--- src/rtl/fp_subtractor_pipe.sv ---
// fp_subtractor_pipe: three-stage truncating IEEE-754 single-precision subtractor with valid/ready flow control.
module fp_subtractor_pipe #(
    parameter int DATA_WIDTH = 32,
    parameter int E = 8,
    parameter int M = 23
) (
    input  logic                  clk,
    input  logic                  reset_n,
    input  logic                  in_valid,
    output logic                  in_ready,
    input  logic [DATA_WIDTH-1:0] in1,
    input  logic [DATA_WIDTH-1:0] in2,
    output logic                  out_valid,
    input  logic                  out_ready,
    output logic [DATA_WIDTH-1:0] out
);
    localparam int W = 2 * M + 2;
    localparam int LZW = $clog2(W);
    localparam logic [E-1:0] EMAX = '1;
    localparam logic [DATA_WIDTH-1:0] QNAN = {1'b0, {E{1'b1}}, 1'b1, {(M - 1){1'b0}}};

    logic v1_q, v2_q, v3_q;
    logic adv1, adv2, adv3;
    logic sp1_q, s1_q, sub1_q;
    logic [E-1:0] e1_q;
    logic [W-1:0] ml1_q, ms1_q;
    logic sp2_q, s2_q;
    logic [E-1:0] e2_q;
    logic [W-1:0] r2_q;
    logic [DATA_WIDTH-1:0] out_q;

    assign adv3 = ~v3_q | out_ready;
    assign adv2 = ~v2_q | adv3;
    assign adv1 = ~v1_q | adv2;
    assign in_ready = adv1;
    assign out_valid = v3_q;
    assign out = out_q;

    logic a_s, b_s, a_big;
    logic [E-1:0] a_e, b_e, dif;
    logic [M-1:0] a_m, b_m;
    logic [W-1:0] a_x, b_x;
    logic sp1_d, s1_d, sub1_d;
    logic [E-1:0] e1_d;
    logic [W-1:0] ml1_d, ms1_d;

    // Align: b_s is the subtrahend sign already inverted, so the rest is a plain add.
    always_comb begin
        a_s = in1[DATA_WIDTH-1];
        b_s = ~in2[DATA_WIDTH-1];
        a_e = in1[DATA_WIDTH-2 -: E];
        b_e = in2[DATA_WIDTH-2 -: E];
        a_m = in1[M-1:0];
        b_m = in2[M-1:0];
        a_x = (a_e == '0) ? '0 : {2'b01, a_m, {M{1'b0}}};
        b_x = (b_e == '0) ? '0 : {2'b01, b_m, {M{1'b0}}};
        a_big = {a_e, a_m} >= {b_e, b_m};
        dif = a_big ? a_e - b_e : b_e - a_e;
        sp1_d = (a_e == EMAX) || (b_e == EMAX);
        s1_d = a_big ? a_s : b_s;
        sub1_d = a_s ^ b_s;
        e1_d = a_big ? a_e : b_e;
        ml1_d = a_big ? a_x : b_x;
        ms1_d = (a_big ? b_x : a_x) >> dif;
    end

    logic [W-1:0] r2_d;

    always_comb begin
        r2_d = sub1_q ? ml1_q - ms1_q : ml1_q + ms1_q;
    end

    logic [LZW-1:0] lz;
    logic [W-1:0] norm;
    logic [E+1:0] en;
    logic [DATA_WIDTH-1:0] out_d;

    // Leading one lands at bit W-1 after the shift; the hidden bit is dropped on pack.
    always_comb begin
        lz = '0;
        for (int i = 0; i < W; i++)
            if (r2_q[i]) lz = LZW'(W - 1 - i);
        norm = r2_q << lz;
        en = {2'b00, e2_q} + (E + 2)'(1) - {{(E + 2 - LZW){1'b0}}, lz};
        out_d = sp2_q ? QNAN :
                (r2_q == '0) ? '0 :
                (en[E+1] || en == '0) ? {s2_q, {(DATA_WIDTH - 1){1'b0}}} :
                (en >= {2'b00, EMAX}) ? {s2_q, EMAX, {M{1'b0}}} :
                {s2_q, en[E-1:0], norm[W-2 -: M]};
    end

    always_ff @(posedge clk or negedge reset_n) begin
        if (!reset_n) begin
            v1_q <= 1'b0;
            v2_q <= 1'b0;
            v3_q <= 1'b0;
            out_q <= '0;
        end else begin
            if (adv1) v1_q <= in_valid;
            if (adv2) v2_q <= v1_q;
            if (adv3) v3_q <= v2_q;
            if (adv3 && v2_q) out_q <= out_d;
        end
    end

    // Payload registers only load alongside a valid token, so idle bubbles never disturb them.
    always_ff @(posedge clk) begin
        if (adv1 && in_valid) begin
            sp1_q <= sp1_d;
            s1_q <= s1_d;
            sub1_q <= sub1_d;
            e1_q <= e1_d;
            ml1_q <= ml1_d;
            ms1_q <= ms1_d;
        end
        if (adv2 && v1_q) begin
            sp2_q <= sp1_q;
            s2_q <= s1_q;
            e2_q <= e1_q;
            r2_q <= r2_d;
        end
    end
endmodule
--- config.mk ---
export PLATFORM = sky130hd
export DESIGN_NAME = fp_subtractor_pipe
export DESIGN_NICKNAME = d
export VERILOG_FILES = /design/src/rtl/fp_subtractor_pipe.sv
export SDC_FILE = /design/constraint.sdc
export NUM_CORES = 1
export LEC_CHECK = 0
export BUFFER_PORTS_ARGS = -buffer_cell sky130_fd_sc_hd__buf_2
export CELL_PAD_IN_SITES_DETAIL_PLACEMENT = 1
export CELL_PAD_IN_SITES_GLOBAL_PLACEMENT = 1
export CORE_ASPECT_RATIO = 0.6
export CORE_MARGIN = 8
export CORE_UTILIZATION = 30
export CTS_BUF_LIST = sky130_fd_sc_hd__clkbuf_16
export DETAILED_ROUTE_END_ITERATION = 7
export GPL_TIMING_DRIVEN = 0
export PLACE_DENSITY_LB_ADDON = 0.05
export SYNTH_ARGS = -nofsm -noshare
export SYNTH_HDL_FRONTEND = slang
export SYNTH_SLANG_ARGS = --single-unit
--- constraint.sdc ---
create_clock -name clk -period 5.29 [get_ports clk]
set_input_delay 0.7935 -clock clk [delete_from_list [all_inputs] [get_ports clk]]
set_output_delay 0.7935 -clock clk [all_outputs]
set_load 0.02 [all_outputs]
# Word-level counts from Yosys, hierarchy flattened
# Index checks and enable logic that the tools add are counted.
[op_classes] add_sub_neg=6 order_cmp=2 eq_ne=2 shifts=2 muxes=60 n_bitwise=8 n_reduce_logical=9
[ops] op="$mux W6" n=48
[ops] op="$mux W47" n=4
[ops] op="$mux W32" n=2
[ops] op="$mux W31" n=2
[ops] op="$add A48 B48 Y48" n=1
[ops] op="$logic_not A48 Y1" n=1
[ops] op="$mux W48" n=1
[ops] op="$shl A48 B6 Y47" n=1
[ops] op="$shr A47 B8 Y48" n=1
[ops] op="$sub A48 B48 Y48" n=1
[ops] op="$ge A31 B31 Y1" n=1
[ops] op="$eq A8 B8 Y1 const B" n=2
[ops] op="$logic_not A8 Y1" n=2
[ops] op="$mux W8" n=2
[ops] op="$sub A8 B8 Y8" n=2
[ops] op="$ge A10 B8 Y1 const B" n=1
[ops] op="$logic_not A10 Y1" n=1
[ops] op="$sub A9 B6 Y10" n=1
[ops] op="$add A8 B1 Y9 const B" n=1
[ops] op="$not A1 Y1" n=4
[ops] op="$logic_and A1 B1 Y1" n=3
[ops] op="$or A1 B1 Y1" n=3
[ops] op="$logic_or A1 B1 Y1" n=2
[ops] op="$mux W1" n=1
[ops] op="$xor A1 B1 Y1" n=1
[word_totals] register_bits=200 out_inout_bits=34 word_cells=103

# Longest topological paths before layout
# Gate-level depths: netlist (run 1).
[depth] word_depth=54 ltp_mapped=24

# Worst setup path after synthesis (run 1)
# No wires, ideal clock.
[synth_timing] path_kind="reg-to-reg" start="reg r2_q[8]" end="reg out_q[6], in the netlist out[6]" arrival_time_ns=5.634 t_required_ns=5.198 path_slack_ns=-0.436 stages_incl_launch_ff=24 cell_sequence="edfxtp_1 > nor4_1 > o21ai_0 > a21oi_1 > o21ai_0 > and3_1 > o21a_1 > inv_2 > buf_1 > buf_1 > clkbuf_1 > ha_1 > ha_1 > a21o_1 > a21o_1 > a21o_1 > a21oi_1 > a21oi_1 > xnor2_1 > o311a_1 > nand3_1 > nor2_1 > o21ai_0 > o221ai_1"
[synth_between] elab_chain_cells=46 elab_cells_between_ends=50 classes_between="add/sub (1); order compare (1); shift (1); mux (44); reduce/logical (3)"
[synth_rtl] item="start, declared" line_no="29" rtl="logic [W-1:0] r2_q;"
[synth_rtl] item="start signal, assigned" line_no="120" rtl="r2_q <= r2_d;"
[synth_rtl] item="$mux W6 (40 in series)" line_no="82" rtl="if (r2_q[i]) lz = LZW'(W - 1 - i);"
[synth_rtl] item="$sub A9 B6 Y10" line_no="84" rtl="en = {2'b00, e2_q} + (E + 2)'(1) - {{(E + 2 - LZW){1'b0}}, lz};"
[synth_rtl] item="$ge A10 B8 Y1 / $logic_not A10 Y1 (equally long branches)" line_no="88, 87"
[synth_rtl] item="$mux W31 / $logic_or A1 B1 Y1 (equally long branches)" line_no="88, 87"
[synth_rtl] item="$mux W31" line_no="87" rtl="(en[E+1] || en == '0) ? {s2_q, {(DATA_WIDTH - 1){1'b0}}} :"
[synth_rtl] item="$mux W32 *" line_no="86" rtl="(r2_q == '0) ? '0 :"
[synth_rtl] item="$mux W32 *" line_no="85" rtl="out_d = sp2_q ? QNAN :"
[synth_rtl] item="end signal, assigned" line_no="102" rtl="if (adv3 && v2_q) out_q <= out_d;"
[synth_rtl] item="end, declared" line_no="30" rtl="logic [DATA_WIDTH-1:0] out_q;"
# Mark *: on every way between the ends. The rest lies on a longest branch, timed or not.
# A chain may end at the register's enable or synchronous reset.

# Worst setup path after layout (run 1)
[layout_timing] start="reg r2_q[4]" end="reg out_q[3], in the netlist out[3]"
[layout_between] elab_chain_cells=50 elab_cells_between_ends=54 classes_between="add/sub (1); order compare (1); shift (1); mux (48); reduce/logical (3)"
[layout_rtl] item="$mux W6 (44 in series)" line_no="82"
[layout_rtl] item="$sub A9 B6 Y10" line_no="84"
[layout_rtl] item="$ge A10 B8 Y1 / $logic_not A10 Y1 (equally long branches)" line_no="88, 87"
[layout_rtl] item="$mux W31 / $logic_or A1 B1 Y1 (equally long branches)" line_no="88, 87"
[layout_rtl] item="$mux W31" line_no="87"
[layout_rtl] item="$mux W32 *" line_no="86"
[layout_rtl] item="$mux W32 *" line_no="85"
# Marked as above.

==> results of run 1 <==
[per-stage QoR]
step | utilization [%] | power, mW
6_report | 36.31 | 7.667
5_1_grt | 36.30 | 8.033
4_1_cts | 35.71 | 7.430
3_5_place_dp | 33.19 | 5.877
3_3_place_gp | 33.02 | 5.853
2_1_floorplan | - | 4.340
[cell usage in the layout, fill, tap and decap left out, types with 10 or more instances in the layout]
| cell | n |
|---|---|
| a211o_1 | 15 |
| a211oi_1 | 28 |
| a21o_1 | 29 |
| a21oi_1 | 124 |
| a31oi_1 | 28 |
| and2_1 | 36 |
| and3_1 | 36 |
| and4_1 | 10 |
| buf_2 | 109 |
| buf_4 | 71 |
| buf_6 | 10 |
| clkbuf_1 | 85 |
| clkbuf_16 | 18 |
| clkbuf_2 | 11 |
| dfrtp_1 | 35 |
| edfxtp_1 | 140 |
| ha_1 | 75 |
| inv_1 | 87 |
| mux2_2 | 32 |
| mux2i_1 | 102 |
| mux4_2 | 18 |
| nand2_1 | 188 |
| nand2b_1 | 23 |
| nand3_1 | 87 |
| nand4_1 | 25 |
| nor2_1 | 156 |
| nor2b_1 | 15 |
| nor3_1 | 65 |
| nor3b_1 | 22 |
| nor4_1 | 22 |
| o211ai_1 | 36 |
| o21a_1 | 12 |
| o21ai_0 | 134 |
| o21ai_1 | 10 |
| o221ai_1 | 10 |
| o22ai_1 | 14 |
| o31ai_1 | 10 |
| or4_1 | 12 |
| xnor2_1 | 71 |
| xor2_1 | 21 |
[routing by layer]
metal | global-route usage [%] | part of all wire [%]
met4 | 2.911 | 0.55
met2 | 30.37 | 34
met5 | 0 | 0.014
met1 | 44.15 | 54
met3 | 9.866 | 12
[where the power goes]
part	switching, mW	total (mW)	leakage [nW]	internal (mW)
sequential	0.230	2.01	1.81	1.78
combinational	2.88	4.37	6.23	1.48
clock	0.624	1.29	0.280	0.665
total	3.74	7.67	8.31	3.93
[state kept, by name (all words and copies together), names as in the netlist, 8 cells and up]
signal	cells
e2_q	8
r2_q	48
out	32
ms1_q	47
e1_q	8
ml1_q	24
[what timing repair did]
| item | 4_1_cts | 5_1_grt |
|---|---|---|
| setup buffers | 48 | 27 |
| endpoints found under the setup margin | 98 | 70 |
| resized for setup | 117 | 63 |
| hold endpoints to repair | 0 | 0 |
| pin swaps | 21 | 26 |
[path summary, 6_finish.rpt]
path / startpoint / to / slack [ns] / cells past startpoint
min in group asynchronous: reset_n / out[6]$_DFFE_PN0P_ / 0.44 / 1
worst max-delay path: r2_q[4]$_DFFE_PP_ / out[3]$_DFFE_PN0P_ / 0.08 / 24
worst min register to register: e1_q[7]$_DFFE_PP_ / e2_q[7]$_DFFE_PP_ / 0.43 / 0
worst max register to register: r2_q[4]$_DFFE_PP_ / out[3]$_DFFE_PN0P_ / 0.08 / 24
max in group asynchronous: reset_n / out[25]$_DFFE_PN0P_ / 4.30 / 1
worst min-delay path: e1_q[7]$_DFFE_PP_ / e2_q[7]$_DFFE_PP_ / 0.43 / 0
[area by class of cell]
class | count | area [um2]
antenna | 3 | 7.507
buffer | 121 | 556.8
clock buffer | 17 | 425.4
clock inverter | 15 | 151.4
fill | 6860 | 36690
inverter | 94 | 381.6
multi-input combinational | 1700 | 12170
sequential | 175 | 5080
tap | 770 | 963.4
timing repair buffer | 181 | 1181
[kinds of logic after synthesis]
logic type | Yosys count | synth area share [%]
DFF | 175 | 28.98
xor gates and xnor gates | 96 | 4.797
and+or+nand+nor | 775 | 22.40
AOI/OAI and AO/OA | 595 | 22.70
muxes | 153 | 10.25
adders and majority gates | 81 | 5.911
buffers and inverters | 226 | 4.961
==> results.md, run 1 <==
* Crit path DAT at 5.56 ns
* # setup viols final at 0
* Hold WC Path Type: flip-flop to flip-flop
* Leakage power at 8.314 nW
* Post-route cell area at 0.02091 mm2
* Maximum vdd drop at 185.0 uV
* I/O pin total at 102
* Synthesized Nets at 2,250
* Max-cap violation count at 1
* CP Cell Sequence: or4_4, o21ai_4, a21oi_4, o21ai_2, and3_1, o21a_4, clkinv_8, buf_8, clkbuf_16, ha_4, ha_1, a21o_1, a21o_1, a21o_1, a21oi_2, buf_4, xor2_4, buf_12, a41oi_4, buf_4, nand3_4, nor2_4, buf_4, a221o_1
* Mapped Cells at 2,101
* Die width at approximately 330 um
* Seq/Total Area, Yosys at 28.98%
* Setup Skew at 0.01779 ns
* Max clock buf depth at 2
* Number of slew-limit violations in the final report at 6
* Asr flop ratio synth at between 20% and 30%
* Clk slew on worst S/H paths at around 0.08 ns
* Cell Count, Final, Fillers Out at just over 3,000
* Wire per inst at 29.31 um
* P per Cell Area at 366.6 mW/mm2
* Post-route ant nets at 0
* Initial antenna violation count at 4
* 1st-iter DRT viols at 1,975
* First-pass GRT wire length at 131.2 mm
* Most common cell in the synthesized netlist: nand2_1
* RSZ-0062 raised after global routing: yes
* DP Wirelength at 74.79 mm
* Cell taking the most area after synthesis: edfxtp_1
* Pre-CTS setup slack at -2.230 ns
* Mean Syn Cell Area at 8.343 um2
* Area growth, synth to finish at 19.32%
* CTS tree: yes
* Post-synth EDFFs at 140
* CP top delay family: compound AO/OA/AOI/OAI gates
* Critical path class: flip-flop to flip-flop
* Startpoint Class: flip-flop
* Failing checks: max-capacitance violations, max-slew violations
* Synth cell types at 88
* CP max stage delay at 0.58 ns
* Nets at 2,439
* Post-Place Cells at 2,977
* Hold buffers post-CTS at 0
* WP data required at 5.64 ns
* Largest net degree at the start of global routing at between 70 and 80
* Total number of vias at 18,621
* Hold violation count in the final report at 0
* Post-route DRC at 0
* Crit-path max FO at 10
* Clk sinks at ~180
* Achievable Freq at between 150 and 200 MHz
* Post-synth top cells: nand2_1, nor2_1, o21ai_0
* Yosys warnings at 0
* Status: complete, but fails checks
* Critical Path End Type: flip-flop
* Yosys top cell area share at 23.98%
* Ratio of cells with drive above 1 in the final layout at 17.28%
* Final Cycle Share at 98.49%
* Vias in the first global route at 18,189
* Post-layout min period at 5.210 ns
* Die H at 203.2 um
* #FFs+latches synth at around 180
* Worst-Margin Slew at roughly 1.5 ns
* Final TNS setup at 0 ns
* Dpl cell area at 0.01912 mm2
* Vias per inst at 6.054
* Synth Cell Area at 0.01753 mm2
* # rows at 68
* Post-synth top flop: edfxtp_1
* PnR worst setup slack at 0.07988 ns
* GRT Util Overall at 26.31%
* Gpl congestion at 1.059
* Core Area at 0.05760 mm2
* Top cells by area, synth: edfxtp_1, mux2i_1, ha_1
* CTS Root Cell: clkbuf_16
* Initial DRT Pass Iterations at 6
* Buffers & Inverters on Critical Path at 7
* H-tree Lvls at 4
* Die area at roughly 0.067 mm2
* Starting Density at 30.43%
* Highest-delay cell along the critical path: or4_4
* Grt ovf at 0
* TritonCTS buffer count at 17
* Worst Hold Slack at 0.4290 ns
* Clk_lat worst skew at roughly 0.46 ns
* Drt total wl at 90.17 mm
* Slew margin rel. at -1.698%
* Port Buf Inserts at 101
(Power assumes the default switching activity.)
==> run 2: changes to the inputs <==
--- a/config.mk
+++ b/config.mk
@@ -5,7 +5,6 @@
 export SDC_FILE = /design/constraint.sdc
 export NUM_CORES = 1
 export LEC_CHECK = 0
-export BUFFER_PORTS_ARGS = -buffer_cell sky130_fd_sc_hd__buf_2
 export CELL_PAD_IN_SITES_DETAIL_PLACEMENT = 1
 export CELL_PAD_IN_SITES_GLOBAL_PLACEMENT = 1
 export CORE_ASPECT_RATIO = 0.6
@@ -13,6 +12,7 @@
 export CORE_UTILIZATION = 30
 export CTS_BUF_LIST = sky130_fd_sc_hd__clkbuf_16
 export DETAILED_ROUTE_END_ITERATION = 7
+export DONT_BUFFER_PORTS = 1
 export GPL_TIMING_DRIVEN = 0
 export PLACE_DENSITY_LB_ADDON = 0.05
 export SYNTH_ARGS = -nofsm -noshare
==> constraint.sdc (replaced) <==
create_clock -name clk -period 5.3 [get_ports clk]
set_input_delay 0.795 -clock clk [delete_from_list [all_inputs] [get_ports clk]]
set_output_delay 0.795 -clock clk [all_outputs]
set_load 0.02 [all_outputs]
==> results.md, run 2 (synthesized netlist as in run 1, its figures left out) <==
* Status: finished clean
* Post-route cell area at 0.02031 mm2 (-2.9%)
* Crit path DAT at 5.41 ns (-0.15 ns)
* Critical path class: primary input to flip-flop
* TritonCTS buffer count at 17 (unchanged)
* Starting Density at 30.43% (unchanged)
* Largest net degree at the start of global routing at 72 (unchanged)
* DR top layer: met5
* Wl on met1 at 49.42 mm (+1.9%)
* Post-Route Utilization at 35.27% (-1.0 points)
* H-tree Lvls at 4 (unchanged)
* Initial antenna violation count at 4 (unchanged)
* Port Buf Inserts at 0 (-100%)
* Reg-to-reg startpoint: r2_q[33]$_DFFE_PP_
* Most common cell after layout, fill and taps aside: nand2_1
* Filler instances at 6,780 (-1.2%)
* CP top delay family: compound AO/OA/AOI/OAI gates
* Clk sinks at 175 (unchanged)
* I/O pin total at 102 (unchanged)
* Nets at 2,329 (-4.5%)
* Max clock buf depth at 2 (unchanged)
* Area growth, synth to finish at 15.89%
* Die area at 0.06667 mm2 (unchanged)
* Wire per inst at 31.19 um (+6.4%)
* Startpoint Class: primary input
* CP max stage delay at 0.64 ns (+0.06 ns)
* First-pass GRT wire length at 131.0 mm (-0.12%)
* Vias in the first global route at 17,620 (-3.1%)
* DP Wirelength at 76.40 mm (+2.1%)
* Critical Path End Type: flip-flop
* Max-cap violation count at 0 (-1)
* Achievable Freq at 192.1 MHz
* Crit-path max FO at 10 (unchanged)
* CTS tree: yes
* Hold violation count in the final report at 0 (unchanged)
* Post-route ant nets at 0 (unchanged)
* GRT Util Overall at 26.60% (+0.29 points)
* Dpl cell area at 0.01859 mm2 (-2.8%)
* Clk_lat worst skew at 0.47 ns (about the same)
* Buffers & Inverters on Critical Path at 1 (-6)
* CP Cell Sequence: inv_1, ha_1, nor2b_1, o21a_1, o21ai_0, a21oi_1, o31ai_2, nand3_4, mux2i_2, xor2_4, and3_1, or4b_2, a41oi_1
* WP data required at 5.50 ns (-0.14 ns)
* Routed length on met3 at 12.10 mm (+11%)
* Maximum vdd drop at 198.8 uV (+7.5%)
* Most flop-heavy register: r2_q
* Worst-Margin Slew at 1.308 ns (-0.2011 ns)
* Grt ovf at 0 (unchanged)
* Post-layout min period at 5.206 ns
* Pre-CTS setup slack at -2.386 ns (-0.1561 ns)
* Highest-delay cell along the critical path: or4b_2
* Vias per inst at 6.154 (+1.7%)
* Total number of vias at 18,247 (-2.0%)
* Slew margin rel. at 11.85% (+14 points)
* Hold WC Path Type: primary input to asynchronous set/reset pin
* PnR worst setup slack at 0.09364 ns (+0.01376 ns)
* Setup Skew at 0.01856 ns (+0.0007670 ns)
* Gpl congestion at 1.063 (+0.34%)
* Die width at 328.1 um (unchanged)
* Drt total wl at 92.47 mm (+2.6%)
* Leakage power at 7.841 nW (-5.7%)
* Ratio of cells with drive above 1 in the final layout at 12.73% (-4.6 points)
* Max FFs per register at 48 (unchanged)
* Die H at 203.2 um (unchanged)
* Number of slew-limit violations in the final report at 0 (-6)
* Core Area at 0.05760 mm2 (unchanged)
* P per Cell Area at 370.1 mW/mm2 (+0.97%)
* # rows at 68 (unchanged)
* Post-route DRC at 0 (unchanged)
* Register area at 0.005080 mm2 (unchanged)
* Area of the multi-input gates at 0.01217 mm2 (about the same)
* Final TNS setup at 0 ns (unchanged)
* CTS Root Cell: clkbuf_16
* Initial DRT Pass Iterations at 5 (-1)
* Clk slew on worst S/H paths at 0.07 ns (about the same)
* 1st-iter DRT viols at 2,251 (+14%)
* Setup crit start: in2[1]
* Commonest non-fill, non-tap cells in the layout: nand2_1, nor2_1, edfxtp_1, o21ai_0, a21oi_1
* # setup viols final at 0 (unchanged)
* Final Cycle Share at slightly below 100%
* Routed wl met2 at 30.50 mm (+0.87%)
==> run 2: area by class of cell <==
cell class	instances	share of cell area [%]
antenna	3	0.03696
inverter	94	1.891
clock buffer	17	2.094
buffer	120	2.729
tap	770	4.743
sequential	175	25.01
timing repair buffer	72	2.975
multi-input combinational	1700	59.89
clock inverter	14	0.6344
==> run 2: path summary, 6_finish.rpt <==
kind,slack (ns),end,depth (start not counted)
worst max-delay path,0.09,ms1_q[10]$_SDFFCE_PP0P_,13
max in group asynchronous,3.82,out[26]$_DFFE_PN0P_,1
worst min-delay path,0.03,out[23]$_DFFE_PN0P_,0
worst max register to register,0.13,out[3]$_DFFE_PN0P_,21
worst min register to register,0.43,sp2_q$_DFFE_PP_,0
min in group clk,0.43,sp2_q$_DFFE_PP_,0
==> run 2: stage by stage <==
step,hold slack (ns),power (mW),cells
6_report,0.03088,7.519,2965
3_3_place_gp,0.4046,5.752,2871
3_5_place_dp,0.4151,5.769,2874
5_1_grt,0.0002370,7.849,2962
4_1_cts,0.0004451,7.256,2939
2_1_floorplan,0.4003,4.332,2101
==> run 2: timing repair <==
action                                  in CTS  in global routing
endpoints found under the setup margin     108                 86
hold buffers                                 1                  4
pin swaps                                   17                 32
buffers inserted                            39                 25
resized for setup                          114                 58
hold endpoints to repair                    18                  6
==> run 2: metal layers <==
metal | GRT usage, % | up-vias
met4 | 1.847 | 4
met1 | 44.47 | 9306
met5 | 0 | -
met2 | 29.96 | 785
met3 | 11.89 | 43
li1 | - | 8109
==> run 2: report_power, final <==
part           switching (mW)  leakage (nW)  internal (mW)
Clock                   0.614         0.275          0.653
Combinational            2.76          5.76           1.38
Sequential              0.328          1.81           1.78
==> run 3: changes to the inputs <==
--- a/config.mk
+++ b/config.mk
@@ -9,7 +9,7 @@
 export CELL_PAD_IN_SITES_GLOBAL_PLACEMENT = 1
 export CORE_ASPECT_RATIO = 0.6
 export CORE_MARGIN = 8
-export CORE_UTILIZATION = 30
+export CORE_UTILIZATION = 40
 export CTS_BUF_LIST = sky130_fd_sc_hd__clkbuf_16
 export DETAILED_ROUTE_END_ITERATION = 7
 export DONT_BUFFER_PORTS = 1
==> results.md, run 3 (synthesized netlist as in run 1, its figures left out) <==
* Slew margin rel. at -5.005% (-17 points)
* Number of slew-limit violations in the final report at 9 (+9)
* Critical Path End Type: flip-flop
* Die width at 286.2 um (-13%)
* Status: complete, but fails checks
* Critical Path Sink: out[6]$_DFFE_PN0P_
* Max clock buf depth at 2 (unchanged)
* Hold violation count in the final report at 0 (unchanged)
* PnR worst setup slack at -0.01751 ns (-0.1112 ns)
* Max FFs per register at 48 (unchanged)
* Initial antenna violation count at 0 (-4)
* First-pass GRT wire length at 123.7 mm (-5.6%)
* # rows at 59 (-13%)
* Initial DRT Pass Iterations at 6 (+1)
* Post-Route Utilization at 46.06% (+11 points)
* CTS tree: yes
* Port Buf Inserts at 0 (unchanged)
* GRT Util Overall at 32.33% (+5.7 points)
* Switching share of power at 48.37% (-0.89 points)
* Die area at 0.05099 mm2 (-24%)
* Total number of vias at 18,754 (+2.8%)
* Failing checks: max-capacitance violations, max-slew violations, negative setup slack
* Wire per inst at 30.87 um (-1.0%)
* I/O pin total at 102 (unchanged)
* Critical path class: flip-flop to flip-flop
* P per Cell Area at 374.3 mW/mm2 (+1.1%)
* Reg-to-reg slack, setup at -0.02 ns (-0.15 ns)
* Total power at 7.458 mW (-0.80%)
* Dpl cell area at 0.01834 mm2 (-1.3%)
* Final Cycle Share at 100.3% (+2.1 points)
* Die H at 178.2 um (-12%)
* Setup crit start: r2_q[3]$_DFFE_PP_
* Maximum vdd drop at 247.0 uV (+24%)
* Ratio of cells with drive above 1 in the final layout at 11.91% (-0.82 points)
* Combinational cell fraction of total power at 54.0% (-1.1 points)
* Post-route DRC at 0 (unchanged)
* CTS Root Cell: clkbuf_16
* Clk slew on worst S/H paths at 0.08 ns (about the same)
* Clk sinks at 175 (unchanged)
* Vias in the first global route at 17,829 (+1.2%)
* Most common cell after layout, fill and taps aside: nand2_1
* Worst-Margin Slew at 1.551 ns (+0.2421 ns)
* Filler instances at 5,206 (-23%)
* Core Area at 0.04326 mm2 (-25%)
* Crit-path max FO at 10 (unchanged)
* Reg-to-reg startpoint: r2_q[3]$_DFFE_PP_
* Grt ovf at 0 (unchanged)
* Area growth, synth to finish at 13.68%
* DP Wirelength at 68.89 mm (-9.8%)
* Largest net degree at the start of global routing at 69 (-4.2%)
* Drt total wl at 85.30 mm (-7.8%)
* Area of the multi-input gates at 0.01208 mm2 (-0.70%)
* Vias per inst at 6.788 (+10%)
* Max-cap violation count at 1 (+1)
* Pint at 3.850 mW (+0.93%)
* R2R depth at 13 (-38%)
* Leakage power at 7.775 nW (-0.85%)
* Hold WC Path Type: primary input to asynchronous set/reset pin
* H-tree Lvls at 4 (unchanged)
* Clock share of power at 17.7% (+0.8 points)
* Achievable Freq at 188.1 MHz (-2.1%)
* Setup Skew at 0.01580 ns (-0.002761 ns)
* Reg power frac at 28.2% (+0.2 points)
* Net Sw Power at 3.608 mW (-2.6%)
* WP data required at 5.59 ns (+0.09 ns)
* Commonest non-fill, non-tap cells in the layout: nand2_1, nor2_1, edfxtp_1, o21ai_0, a21oi_1
* Crit path DAT at 5.61 ns (+0.20 ns)
* 1st-iter DRT viols at 2,613 (+16%)
* Most flop-heavy register: r2_q
* TritonCTS buffer count at 17 (unchanged)
* # setup viols final at 1 (+1)
* Register area at 0.005080 mm2 (unchanged)
* Starting Density at 40.52% (+10 points)
* Nets at 2,319 (-0.43%)
* Clk_lat worst skew at 0.47 ns (about the same)
* Startpoint Class: flip-flop
* Gpl congestion at 1.026 (-3.5%)
* R2r endpoint: out[6]$_DFFE_PN0P_
* Post-layout min period at 5.318 ns (+0.1112 ns)
* Post-route ant nets at 0 (unchanged)
* Post-route cell area at 0.01993 mm2 (-1.9%)
==> run 3: how the worst min path moves through the flow <==
stage	cells past startpoint	endpoint	slack, ns	start
6_report	0	out[22]$_DFFE_PN0P_	0.02	reset_n
3_5_place_dp	0	sp2_q$_DFFE_PP_	0.41	sp1_q$_DFFE_PP_
4_1_cts	0	out[22]$_DFFE_PN0P_	0.002	reset_n
2_1_floorplan	0	e2_q[0]$_DFFE_PP_	0.40	e1_q[0]$_DFFE_PP_
5_1_grt	0	out[22]$_DFFE_PN0P_	0.005	reset_n
3_3_place_gp	0	e2_q[2]$_DFFE_PP_	0.41	e1_q[2]$_DFFE_PP_
==> run 3: area by class of cell <==
cell class / count / share of cell area, %
tap: 579 / 3.636
clock buffer: 17 / 2.135
timing repair buffer: 59 / 2.612
antenna: 1 / 0.01256
clock inverter: 15 / 0.7912
inverter: 94 / 1.877
sequential: 175 / 25.49
timing repair inverter: 1 / 0.02512
buffer: 122 / 2.794
multi-input combinational: 1700 / 60.62
==> run 3: through the flow <==
step           TNS (ns)  setup slack [ns]  std cells  hold WS, ns
6_report       -0.01751          -0.01751       2763      0.02131
3_5_place_dp     -96.64            -1.963       2682       0.4117
5_1_grt         -0.5238          -0.08206       2762     0.005270
2_1_floorplan         0           0.05995       2101       0.4003
3_3_place_gp    -102.61            -1.825       2680       0.4109
4_1_cts               0          0.001389       2740     0.001690
==> run 3: repair_timing <==
action	in CTS	in global routing
resized for setup	94	49
gates cloned	2	0
endpoints found under the setup margin	97	95
buffers inserted	30	25
endpoints found under the hold margin	14	0
hold buffers	1	0
pin swaps	16	16
==> run 3: per-layer routing <==
layer | share of wire (%) | track usage [%] | wire, um
met1 | 49 | 50.71 | 41930
met2 | 36 | 40.31 | 30910
met3 | 14 | 13.89 | 11950
met4 | 0.59 | 3.257 | 501
met5 | 0.0082 | 1.153 | 7
==> run 3: power by group through the flow <==
stage,clock [mW],combinational (mW),sequential (mW)
final,1.32,4.03,2.11
after global routing,1.38,4.19,2.13
after CTS,1.34,3.66,2.10
after detailed placement,0,3.49,2.13
after global placement,0,3.43,2.13
after floorplan,0,2.30,2.03
==> run 3: worst max-delay path, cell delays in order, from the launching register on <==
cell      delay, ns
edfxtp_1       0.51
buf_4          0.19
o31ai_2        0.26
a211oi_1       0.11
o311a_1        0.38
o21ai_4        0.29
nand2_2        0.18
buf_1          0.37
clkbuf_2       0.38
nand3_1        0.15
o21ai_0        0.48
mux2_2         0.58
a222oi_1       0.96
o221ai_1       0.30
